### src/rtl/traffic_light_ctrl.sv
// traffic_light_ctrl
// Phase controller for a two-way junction. It drives the enable of an
// external BCD countdown counter (00 -> 20 -> 19 ... 01 -> 00 -> 20 while
// enabled, 00 while disabled) and watches the count to sequence the
// north-south and east-west heads through green, yellow and all-red.
// A pedestrian request stretches the next all-red into a walk interval.
// A non-BCD count while the counter is enabled latches a sticky fault and
// the heads fall back to flashing yellow until reset.
//
// Ports:
//   clk      in   system clock, rising edge
//   rst      in   synchronous active-high reset
//   run      in   1 = sequence lights, 0 = go to OFF (both red)
//   cnt      in   8-bit BCD count from the countdown counter
//   ped_req  in   pedestrian request, level or pulse
//   cnt_en   out  enable to the countdown counter
//   ns_light out  NS head, one-hot {red,yellow,green}
//   ew_light out  EW head, one-hot {red,yellow,green}
//   walk     out  pedestrian walk indication
//   fault    out  sticky BCD fault flag
module traffic_light_ctrl #(
  parameter logic [7:0] YELLOW_AT  = 8'h05,
  parameter int         ALLRED_CYC = 2,
  parameter int         WALK_CYC   = 4,
  parameter int         FLASH_CYC  = 8
) (
  input  logic       clk,
  input  logic       rst,
  input  logic       run,
  input  logic [7:0] cnt,
  input  logic       ped_req,
  output logic       cnt_en,
  output logic [2:0] ns_light,
  output logic [2:0] ew_light,
  output logic       walk,
  output logic       fault
);

  // One timer serves both the all-red clearance and the fault flash.
  localparam int TMAX = ((ALLRED_CYC + WALK_CYC) > FLASH_CYC) ? (ALLRED_CYC + WALK_CYC) : FLASH_CYC;
  localparam int TW   = $clog2(TMAX + 1);

  localparam logic [2:0] HEAD_RED  = 3'b100;
  localparam logic [2:0] HEAD_YEL  = 3'b010;
  localparam logic [2:0] HEAD_GRN  = 3'b001;
  localparam logic [2:0] HEAD_DARK = 3'b000;

  typedef enum logic [2:0] {
    S_OFF    = 3'd0,
    S_ALLRED = 3'd1,
    S_GREEN  = 3'd2,
    S_YELLOW = 3'd3,
    S_FAULT  = 3'd4
  } state_t;

  state_t        state_r, state_s;
  logic          next_dir_r, dir_s;      // 0 = NS gets the next green, 1 = EW
  logic          armed_r, armed_s;
  logic          ped_pend_r, ped_s;
  logic [TW-1:0] timer_r, timer_s;
  logic          flash_off_r, flash_s;   // 0 = yellow half of the flash
  logic          fault_s;
  logic          cnt_en_s;
  logic [2:0]    ns_s, ew_s;
  logic          walk_s;
  logic [TW-1:0] allred_last_s;

  // A count digit above 9 means the counter or its wiring is broken.
  function automatic logic bcd_bad(input logic [7:0] v);
    return (v[3:0] > 4'd9) || (v[7:4] > 4'd9);
  endfunction

  // Last timer value of the current all-red, stretched when a walk is owed.
  always_comb begin
    if (ped_pend_r) begin
      allred_last_s = TW'(ALLRED_CYC + WALK_CYC - 1);
    end else begin
      allred_last_s = TW'(ALLRED_CYC - 1);
    end
  end

  // Next-state logic: fault detect beats run=0, which beats normal sequencing.
  always_comb begin
    state_s = state_r;
    dir_s   = next_dir_r;
    armed_s = armed_r;
    ped_s   = ped_pend_r;
    timer_s = timer_r;
    flash_s = flash_off_r;
    fault_s = fault;

    if (cnt_en && bcd_bad(cnt)) begin
      state_s = S_FAULT;
      fault_s = 1'b1;
      timer_s = '0;
      flash_s = 1'b0;
    end else if (!run && (state_r != S_FAULT)) begin
      state_s = S_OFF;
      armed_s = 1'b0;
      ped_s   = 1'b0;
      timer_s = '0;
    end else begin
      case (state_r)
        S_OFF: begin
          // Reaching here means run=1: always restart through a full all-red.
          state_s = S_ALLRED;
          armed_s = 1'b0;
          timer_s = '0;
        end
        S_ALLRED: begin
          armed_s = 1'b0;
          if (timer_r == allred_last_s) begin
            state_s = S_GREEN;
            ped_s   = 1'b0;
            timer_s = '0;
          end else begin
            state_s = S_ALLRED;
            timer_s = timer_r + TW'(1);
          end
        end
        S_GREEN: begin
          // The count is a stale 00 on green entry; arm only once it reloads.
          if (cnt != 8'h00) begin
            armed_s = 1'b1;
          end else begin
            armed_s = armed_r;
          end
          if (ped_req) begin
            ped_s = 1'b1;
          end else begin
            ped_s = ped_pend_r;
          end
          if ((cnt != 8'h00) && (cnt <= YELLOW_AT)) begin
            state_s = S_YELLOW;
          end else begin
            state_s = S_GREEN;
          end
        end
        S_YELLOW: begin
          if (cnt != 8'h00) begin
            armed_s = 1'b1;
          end else begin
            armed_s = armed_r;
          end
          if (ped_req) begin
            ped_s = 1'b1;
          end else begin
            ped_s = ped_pend_r;
          end
          if (armed_r && (cnt == 8'h00)) begin
            state_s = S_ALLRED;
            dir_s   = ~next_dir_r;
            timer_s = '0;
          end else begin
            state_s = S_YELLOW;
          end
        end
        S_FAULT: begin
          if (timer_r == TW'(FLASH_CYC - 1)) begin
            timer_s = '0;
            flash_s = ~flash_off_r;
          end else begin
            timer_s = timer_r + TW'(1);
          end
        end
        default: begin
          // Corrupted state encoding: fall back to the safe flashing mode.
          state_s = S_FAULT;
          fault_s = 1'b1;
          timer_s = '0;
          flash_s = 1'b0;
        end
      endcase
    end
  end

  // Output decode from the next state so the registered outputs track state_r.
  always_comb begin
    cnt_en_s = 1'b0;
    ns_s     = HEAD_RED;
    ew_s     = HEAD_RED;
    walk_s   = 1'b0;
    case (state_s)
      S_OFF: begin
        cnt_en_s = 1'b0;
      end
      S_ALLRED: begin
        walk_s = ped_s;
      end
      S_GREEN: begin
        cnt_en_s = 1'b1;
        if (dir_s) begin
          ew_s = HEAD_GRN;
        end else begin
          ns_s = HEAD_GRN;
        end
      end
      S_YELLOW: begin
        cnt_en_s = 1'b1;
        if (dir_s) begin
          ew_s = HEAD_YEL;
        end else begin
          ns_s = HEAD_YEL;
        end
      end
      S_FAULT: begin
        if (flash_s) begin
          ns_s = HEAD_DARK;
          ew_s = HEAD_DARK;
        end else begin
          ns_s = HEAD_YEL;
          ew_s = HEAD_YEL;
        end
      end
      default: begin
        cnt_en_s = 1'b0;
      end
    endcase
  end

  // State and output registers with synchronous reset.
  always_ff @(posedge clk) begin
    if (rst) begin
      state_r     <= S_OFF;
      next_dir_r  <= 1'b0;
      armed_r     <= 1'b0;
      ped_pend_r  <= 1'b0;
      timer_r     <= '0;
      flash_off_r <= 1'b0;
      fault       <= 1'b0;
      cnt_en      <= 1'b0;
      ns_light    <= HEAD_RED;
      ew_light    <= HEAD_RED;
      walk        <= 1'b0;
    end else begin
      state_r     <= state_s;
      next_dir_r  <= dir_s;
      armed_r     <= armed_s;
      ped_pend_r  <= ped_s;
      timer_r     <= timer_s;
      flash_off_r <= flash_s;
      fault       <= fault_s;
      cnt_en      <= cnt_en_s;
      ns_light    <= ns_s;
      ew_light    <= ew_s;
      walk        <= walk_s;
    end
  end

endmodule

### config.mk
export PLATFORM = sky130hd
export DESIGN_NAME = traffic_light_ctrl
export DESIGN_NICKNAME = d
export VERILOG_FILES = /design/src/rtl/traffic_light_ctrl.sv
export SDC_FILE = /design/constraint.sdc
export NUM_CORES = 1
export LEC_CHECK = 0
export CAP_MARGIN = 20
export CORE_MARGIN = 1
export CORE_UTILIZATION = 45
export CTS_BUF_LIST = sky130_fd_sc_hd__clkbuf_16
export DETAILED_ROUTE_END_ITERATION = 6
export PLACE_DENSITY = 0.72
export SLEW_MARGIN = 20
export SYNTH_ARGS = -nofsm -noshare
export SYNTH_HDL_FRONTEND = slang
export SYNTH_SLANG_ARGS = --single-unit
### constraint.sdc
create_clock -name clk -period 5.8 [get_ports clk]
set_input_delay 0.58 -clock clk [delete_from_list [all_inputs] [get_ports clk]]
set_output_delay 0.58 -clock clk [all_outputs]
set_load 0.01 [all_outputs]
==> results.py, run 1 <==
metrics = {
    "yosys": {
        "synth.distinct_cells": 39,
        "synth_area_leader_cell": "dfxtp_1",
        "ys_ff_latch": 20,
        "ys_async_sr_fraction_pct": 0,
        "synth_warnings": 0,
        "synthAdderAreaFrac_pct": 2.47,
        "syn_area_sq_mm": 0.00101,
        "synth_nets": 128,
        "synth_top_family_by_area": "simple AND/OR/NAND/NOR gates",
        "synth_xor_area_share_pct": 3.46,
        "synth_area_leaders": "dfxtp_1, nor2_1, a21oi_1",
        "ys_seq_area_share_pct": 39.6,
        "avgSynthCellArea_sq_um": 8.88,
        "synth-main-ff-cell": "dfxtp_1",
        "synth_mux_area_share_pct": 1.98,
        "synth_compound_area_share_pct": 19.9,
        "synth_edf_count": 0,
        "synth_top_area_share_pct": 39.6,
        "synth_cells": 114,
        "yosys.area_share.simple_pct": 27.6,
    },
    "min_path": {
        "worstHoldStart": "fault$_SDFFE_PP0P_",
        "hold_path_end": "fault$_SDFFE_PP0P_",
        "hold_path.class": "reg2reg",
        "hold_depth": 2,
    },
    "sta": {
        "worst_slack_ns": 3.12,
        "period_minus_slack_ns": 2.68,
        "slew_headroom_pct": 42.2,
        "final-setup-viol-count": 0,
        "finalCritPeriodShare_pct": 46.2,
        "skew_ns": 0.00362,
        "fmax_mhz": 373,
        "final.setup.tns_ns": 0,
        "finalMaxSlewViolations": 0,
        "tightest_slew_ns": 0.857,
        "rsz0062_at_grt": "no",
        "hold_violations": 0,
    },
    "critical_path": {
        "cp_max_fo": 8,
        "crit_chain": "clkdlybuf4s50_1 -> or4_2 -> o31ai_1 -> a2111o_1 -> nor2_1 -> a211o_2",
        "ff2ff_setup_slack_ns": 3.44,
        "rr_worst_depth": 6,
        "worst_ep_required_time_ns": 5.94,
        "max_stage_delay_ns": 0.77,
        "timing.rr.start": "timer_r[0]$_SDFFE_PP0P_",
        "cp_slowest_cell": "or4_2",
        "r2r-end": "ns_light[0]$_SDFF_PP0_",
        "critPathLaunchType": "primary input",
        "crit_family": "compound AO/OA/AOI/OAI gates",
        "crit_type": "in2reg",
        "cp_num_buf_inv": 1,
        "critical_path_arrival_ns": 2.82,
        "worst_setup_path_end_kind": "flop",
    },
    "clocking": {
        "numCtsBuffers": 3,
        "h-tree-depth": 1,
        "cts_setup_buffers": 0,
        "clockBufferDepth": 2,
        "cts_tree": "done",
        "cts-root-buf": "clkbuf_16",
        "clk_pin_slew_ns": 0.06,
        "clock_sinks": 20,
        "insertion_delay_ns": 0.25,
        "ctsResizeCount": 0,
        "cts_hold_buf": 0,
    },
    "floorplanning": {
        "die_area_sq_mm": 0.00244,
        "initial_utilization_pct": 49.6,
        "core-area_sq_mm": 0.00204,
        "fp.dieH_microns": 49.4,
        "row_count": 16,
        "chipWidth_microns": 49.4,
        "io_pins": 21,
    },
    "place": {
        "gp_congestion": 0.783,
        "place_ws_ns": 2.90,
        "portBuffers": 20,
        "dp.final_hpwl_microns": 1610,
    },
    "power": {
        "power_density_mw_per_mm2": 231,
        "power_switching_share_pct": 19.9,
        "switchingPower_uw": 60.0,
        "ir_drop_mv": 0.225,
        "comb_power_share_pct": 6.6,
        "p_seq_share_pct": 46.5,
        "power.internal_uw": 241,
        "power_frac_clock_pct": 46.9,
        "p_leak_nw": 0.471,
    },
    "layout": {
        "antennaDiodeCount": 0,
        "drive_gt1_share_pct": 8.15,
        "synthToLayoutAreaGrowth_pct": 28.8,
        "fin_nets": 150,
        "fillers": 193,
    },
    "flow_run": {
        "cap_viol_max_count": 0,
    },
    "routing": {
        "route.vias.total": 912,
        "route.detailed.drc": 0,
        "detail-route-antenna-nets": 0,
        "drtIter0Drc": 34,
        "wire_per_inst_microns": 13.8,
        "drt_wl_total_microns": 2230,
        "first_pass_iters": 4,
        "via_per_inst": 5.63,
    },
    "grt": {
        "grt_pass1_wl_microns": 3870,
        "grt_overflow_total": 0,
        "grt_pass1_vias": 869,
        "grt_usage_pct": 20.5,
        "antenna_found_initial": 0,
        "grt_max_degree": 16,
    },
    "run_status": {
        "status": "completed",
    },
}
registers in the layout (all words and copies together), names as in the netlist:
name and flops:
next_dir_r 1, armed_r 1, state_r 3, ns_light 3, flash_off_r 1, ew_light 3
timer_r 4, ped_pend_r 1, walk 1, fault 1, cnt_en 1
power groups by stage:
stage / clock [mW] / combinational [mW] / sequential, mW
floorplan: 0 / 0.00894 / 0.142
finish: 0.141 / 0.0199 / 0.140
global route: 0.152 / 0.0219 / 0.140
CTS: 0.144 / 0.0197 / 0.140
detailed placement: 0 / 0.0195 / 0.143
global placement: 0 / 0.0192 / 0.143
cell usage in the layout, fill, tap and decap left out, drive strengths merged, types with 2 or more instances in the layout:
cell           netlist  layout
dfxtp               20      20
clkdlybuf4s50        0      20
nor2                13      13
inv                  8       8
o21ai                7       7
a21oi                7       7
nand2                4       4
nand3                4       4
nand2b               4       4
nand3b               4       4
xor2                 3       3
o31ai                3       3
clkbuf               3       3
or4                  3       3
nand4bb              2       2
or3                  2       2
a31oi                2       2
nor2b                2       2
mux2i                2       2
nor3                 2       2
ha                   2       2
nor4                 2       2
tightest hold or removal path: stages, from the launching register on:
cell and delay [ns]:
dfxtp_1 0.31, inv_1 0.05, a21oi_1 0.05
area by class of cell:
type / instances / area [sq um] / area share, %
clock inverters: 1 / 3.75 / 0.288
clock buffers: 3 / 75.1 / 5.76
well taps: 27 / 33.8 / 2.59
multi-input cells: 83 / 561 / 43.0
flip-flops and latches: 20 / 400 / 30.7
repair buffers: 20 / 200 / 15.4
inverters: 8 / 30.0 / 2.30
per-layer routing:
metal / global-route usage (%) / part of all wire, %
met5: 0 / 0
met4: 5.71 / 0.76
met1: 28.3 / 48
met2: 31.7 / 44
met3: 4.98 / 6.6
through the flow:
| stage | area [sq um] | total power, mW | utilization [%] | hold slack (ns) | cells |
|---|---|---|---|---|---|
| floorplan | 1010 | 0.151 | - | 0.447 | 114 |
| global placement | 1220 | 0.162 | 60.0 | 0.439 | 158 |
| detailed placement | 1220 | 0.162 | 60.0 | 0.437 | 158 |
| CTS | 1300 | 0.304 | 63.8 | 0.454 | 162 |
| global route | 1300 | 0.313 | 63.8 | 0.479 | 162 |
| finish | 1300 | 0.301 | 63.8 | 0.449 | 162 |
worst max path at each step:
stage	from	endpoint	slack [ns]	cells past startpoint
2_1_floorplan	cnt[1]	ns_light[2]$_SDFF_PP1_	3.44	5
3_5_place_dp	cnt[1]	ns_light[2]$_SDFF_PP1_	2.90	6
3_3_place_gp	cnt[1]	ns_light[2]$_SDFF_PP1_	2.94	6
4_1_cts	cnt[1]	ns_light[2]$_SDFF_PP1_	3.14	6
5_1_grt	cnt[1]	ns_light[2]$_SDFF_PP1_	2.99	6
6_report	cnt[1]	ns_light[2]$_SDFF_PP1_	3.12	6
synth_stat cells (2+ instances only):
| master | instances |
|---|---|
| or4_2 | 2 |
| mux2i_1 | 2 |
| inv_1 | 8 |
| nand2_1 | 4 |
| nor2b_1 | 2 |
| a31oi_1 | 2 |
| o31ai_1 | 3 |
| nand3b_1 | 4 |
| nand4bb_1 | 2 |
| a21oi_1 | 7 |
| nand2b_1 | 4 |
| nand3_1 | 4 |
| nor2_1 | 13 |
| dfxtp_1 | 20 |
| o21ai_0 | 7 |
| nor3_1 | 2 |
| clkbuf_1 | 2 |
| ha_1 | 2 |
| or3_1 | 2 |
| xor2_1 | 3 |
kinds of logic after synthesis:
family | count (synthesis)
simple gates | 45
compound gates | 30
flops | 20
buf+inv | 11
mux | 2
fa+ha+maj | 2
xor+xnor | 4
Note: power is estimated with default switching activity, not from simulation.
==> run 2, diff against run 1 <==
- CORE_UTILIZATION: 45 -> 44
- PLACE_DENSITY: 0.72 -> 0.73
- clock period: 5.8 -> 2.1 ns (I/O delays scaled with it)
==> results.py, run 2 (synthesis gave the netlist of run 1 again) <==
metrics = {
    "sta": {
        "rsz0062_at_grt": "yes",
        "fmax_mhz": 480,
        "final.setup.tns_ns": 0,
        "finalCritPeriodShare_pct": 99.1,
        "final-setup-viol-count": 0,
        "period_minus_slack_ns": 2.08,
        "slew_headroom_pct": 72.6,
        "tightest_slew_ns": 0.405,
        "skew_ns": 0.00400,
        "hold_violations": 0,
        "finalMaxSlewViolations": 0,
    },
    "critical_path": {
        "rr_worst_depth": 8,
        "crit_type": "reg2reg",
        "r2r-end": "ns_light[0]$_SDFF_PP0_",
        "critPathLaunchType": "flop",
        "cp_slowest_cell": "a2111o_1",
        "critical_path_arrival_ns": 2.27,
        "cp_max_fo": 3,
        "ff2ff_setup_slack_ns": 0.02,
        "worst_ep_required_time_ns": 2.29,
        "worst_setup_path_end_kind": "flop",
        "crit_chain": "inv_2 -> ha_4 -> nand3b_1 -> or3_1 -> a2111o_1 -> buf_6 -> or4_4 -> nor2_1",
        "timing.rr.start": "timer_r[1]$_SDFFE_PP0P_",
        "max_stage_delay_ns": 0.46,
    },
    "min_path": {
        "worstHoldStart": "fault$_SDFFE_PP0P_",
        "hold_depth": 2,
        "hold_path_end": "fault$_SDFFE_PP0P_",
        "hold_path.class": "reg2reg",
    },
    "power": {
        "p_seq_share_pct": 44.8,
        "power_frac_clock_pct": 46.4,
        "power.internal_uw": 678,
        "ir_drop_mv": 0.413,
        "p_leak_nw": 0.581,
        "power_density_mw_per_mm2": 574,
        "comb_power_share_pct": 8.8,
        "switchingPower_uw": 179,
        "power_switching_share_pct": 20.9,
    },
    "layout": {
        "fillers": 173,
        "top_register": "timer_r",
        "utilization_pct": 68.2,
        "layout_common_cells": "clkdlybuf4s50_1, buf_4, dfxtp_1",
        "largest_reg_flops": 4,
        "antennaDiodeCount": 0,
        "synthToLayoutAreaGrowth_pct": 47.6,
        "fin_nets": 171,
        "fin_cells": 184,
        "drive_gt1_share_pct": 24.4,
    },
    "place": {
        "gp_congestion": 0.865,
        "portBuffers": 20,
        "dp.final_hpwl_microns": 1900,
        "place_inst": 177,
    },
    "floorplanning": {
        "initial_utilization_pct": 46.2,
        "core-area_sq_mm": 0.00219,
        "row_count": 17,
        "chipWidth_microns": 50.0,
        "fp.dieH_microns": 50.0,
        "die_area_sq_mm": 0.00250,
        "io_pins": 21,
    },
    "routing": {
        "first_pass_iters": 4,
        "via_per_inst": 5.46,
        "detail-route-antenna-nets": 0,
        "route.vias.total": 1005,
        "drtIter0Drc": 22,
        "wire_per_inst_microns": 14.6,
        "drt_wl_total_microns": 2690,
        "route.detailed.drc": 0,
    },
    "grt": {
        "grt_overflow_total": 0,
        "grt_pass1_wl_microns": 4450,
        "grt_pass1_vias": 962,
        "grt_usage_pct": 23.7,
        "antenna_found_initial": 0,
        "grt_max_degree": 12,
    },
    "clocking": {
        "clk_pin_slew_ns": 0.06,
        "numCtsBuffers": 3,
        "cts_tree": "done",
        "clockBufferDepth": 2,
        "cts-root-buf": "clkbuf_16",
        "h-tree-depth": 1,
        "insertion_delay_ns": 0.25,
        "clock_sinks": 20,
    },
    "run_status": {
        "status": "completed",
    },
    "flow_run": {
        "cap_viol_max_count": 0,
    },
}
==> run 2: how the worst max path moves through the flow <==
stage | from | end | slack [ns] | cells past startpoint
after CTS | timer_r[1]$_SDFFE_PP0P_ | ew_light[0]$_SDFF_PP0_ | -0.02 | 8
after global routing | timer_r[1]$_SDFFE_PP0P_ | ns_light[0]$_SDFF_PP0_ | -0.02 | 8
after floorplan | timer_r[0]$_SDFFE_PP0P_ | ew_light[0]$_SDFF_PP0_ | 0.07 | 6
after global placement | cnt[1] | ns_light[2]$_SDFF_PP1_ | -0.25 | 6
after detailed placement | cnt[1] | ns_light[2]$_SDFF_PP1_ | -0.34 | 6
final | timer_r[1]$_SDFFE_PP0P_ | ns_light[0]$_SDFF_PP0_ | 0.02 | 8
==> run 2: through the flow <==
stage	setup slack (ns)	hold slack, ns	area [sq um]	power, mW
final	0.0186	0.442	1490	0.857
after global routing	-0.0213	0.490	1490	0.887
after floorplan	0.0712	0.353	1010	0.418
after global placement	-0.252	0.437	1360	0.460
after CTS	-0.0157	0.445	1480	0.857
after detailed placement	-0.336	0.436	1360	0.462
==> run 2: area by class of cell <==
type	instances	area, sq um	area share, %
multi-input cells	83	586	39.2
flip-flops and latches	20	403	27.0
well taps	28	35.0	2.35
clock buffers	3	75.1	5.03
inverters	8	30.0	2.01
repair buffers	41	362	24.2
clock inverters	1	3.75	0.251
==> run 2: worst max-delay path, delay by kind of cell (launching register included) <==
family	cells	cell delay, ns
AOI/OAI and AO/OA	1	0.46
adders and majority gates	1	0.13
buffers and inverters	2	0.20
DFF	1	0.32
and+or+nand+nor	4	0.90
==> run 2: timing repair <==
item                       in CTS  in global routing
gates resized for setup         8                  3
buffers inserted                2                  1
pin swaps                       5                  4
setup endpoints to repair       3                  3
hold buffers                    0                  0
hold endpoints to repair        0                  0
==> run 2: routing by layer <==
layer  up-vias  part of all wire [%]  track usage (%)
met1       471                    42             25.8
li1        506                     -                -
met2        24                    54             44.6
met4         0                  0.82             8.10
met3         4                   3.5             4.94
met5         -                     0                0
==> run 2: power groups by stage <==
stage	clock, mW	sequential, mW	combinational (mW)
global placement	0	0.392	0.0679
finish	0.398	0.384	0.0756
CTS	0.399	0.384	0.0740
global route	0.421	0.384	0.0822
detailed placement	0	0.392	0.0701
floorplan	0	0.393	0.0247
==> run 3, diff against run 2 <==
- SLEW_MARGIN: 20 -> 30
==> results of run 3 <==
Same layout as run 2: the final DEF is identical, and so are final timing and power.
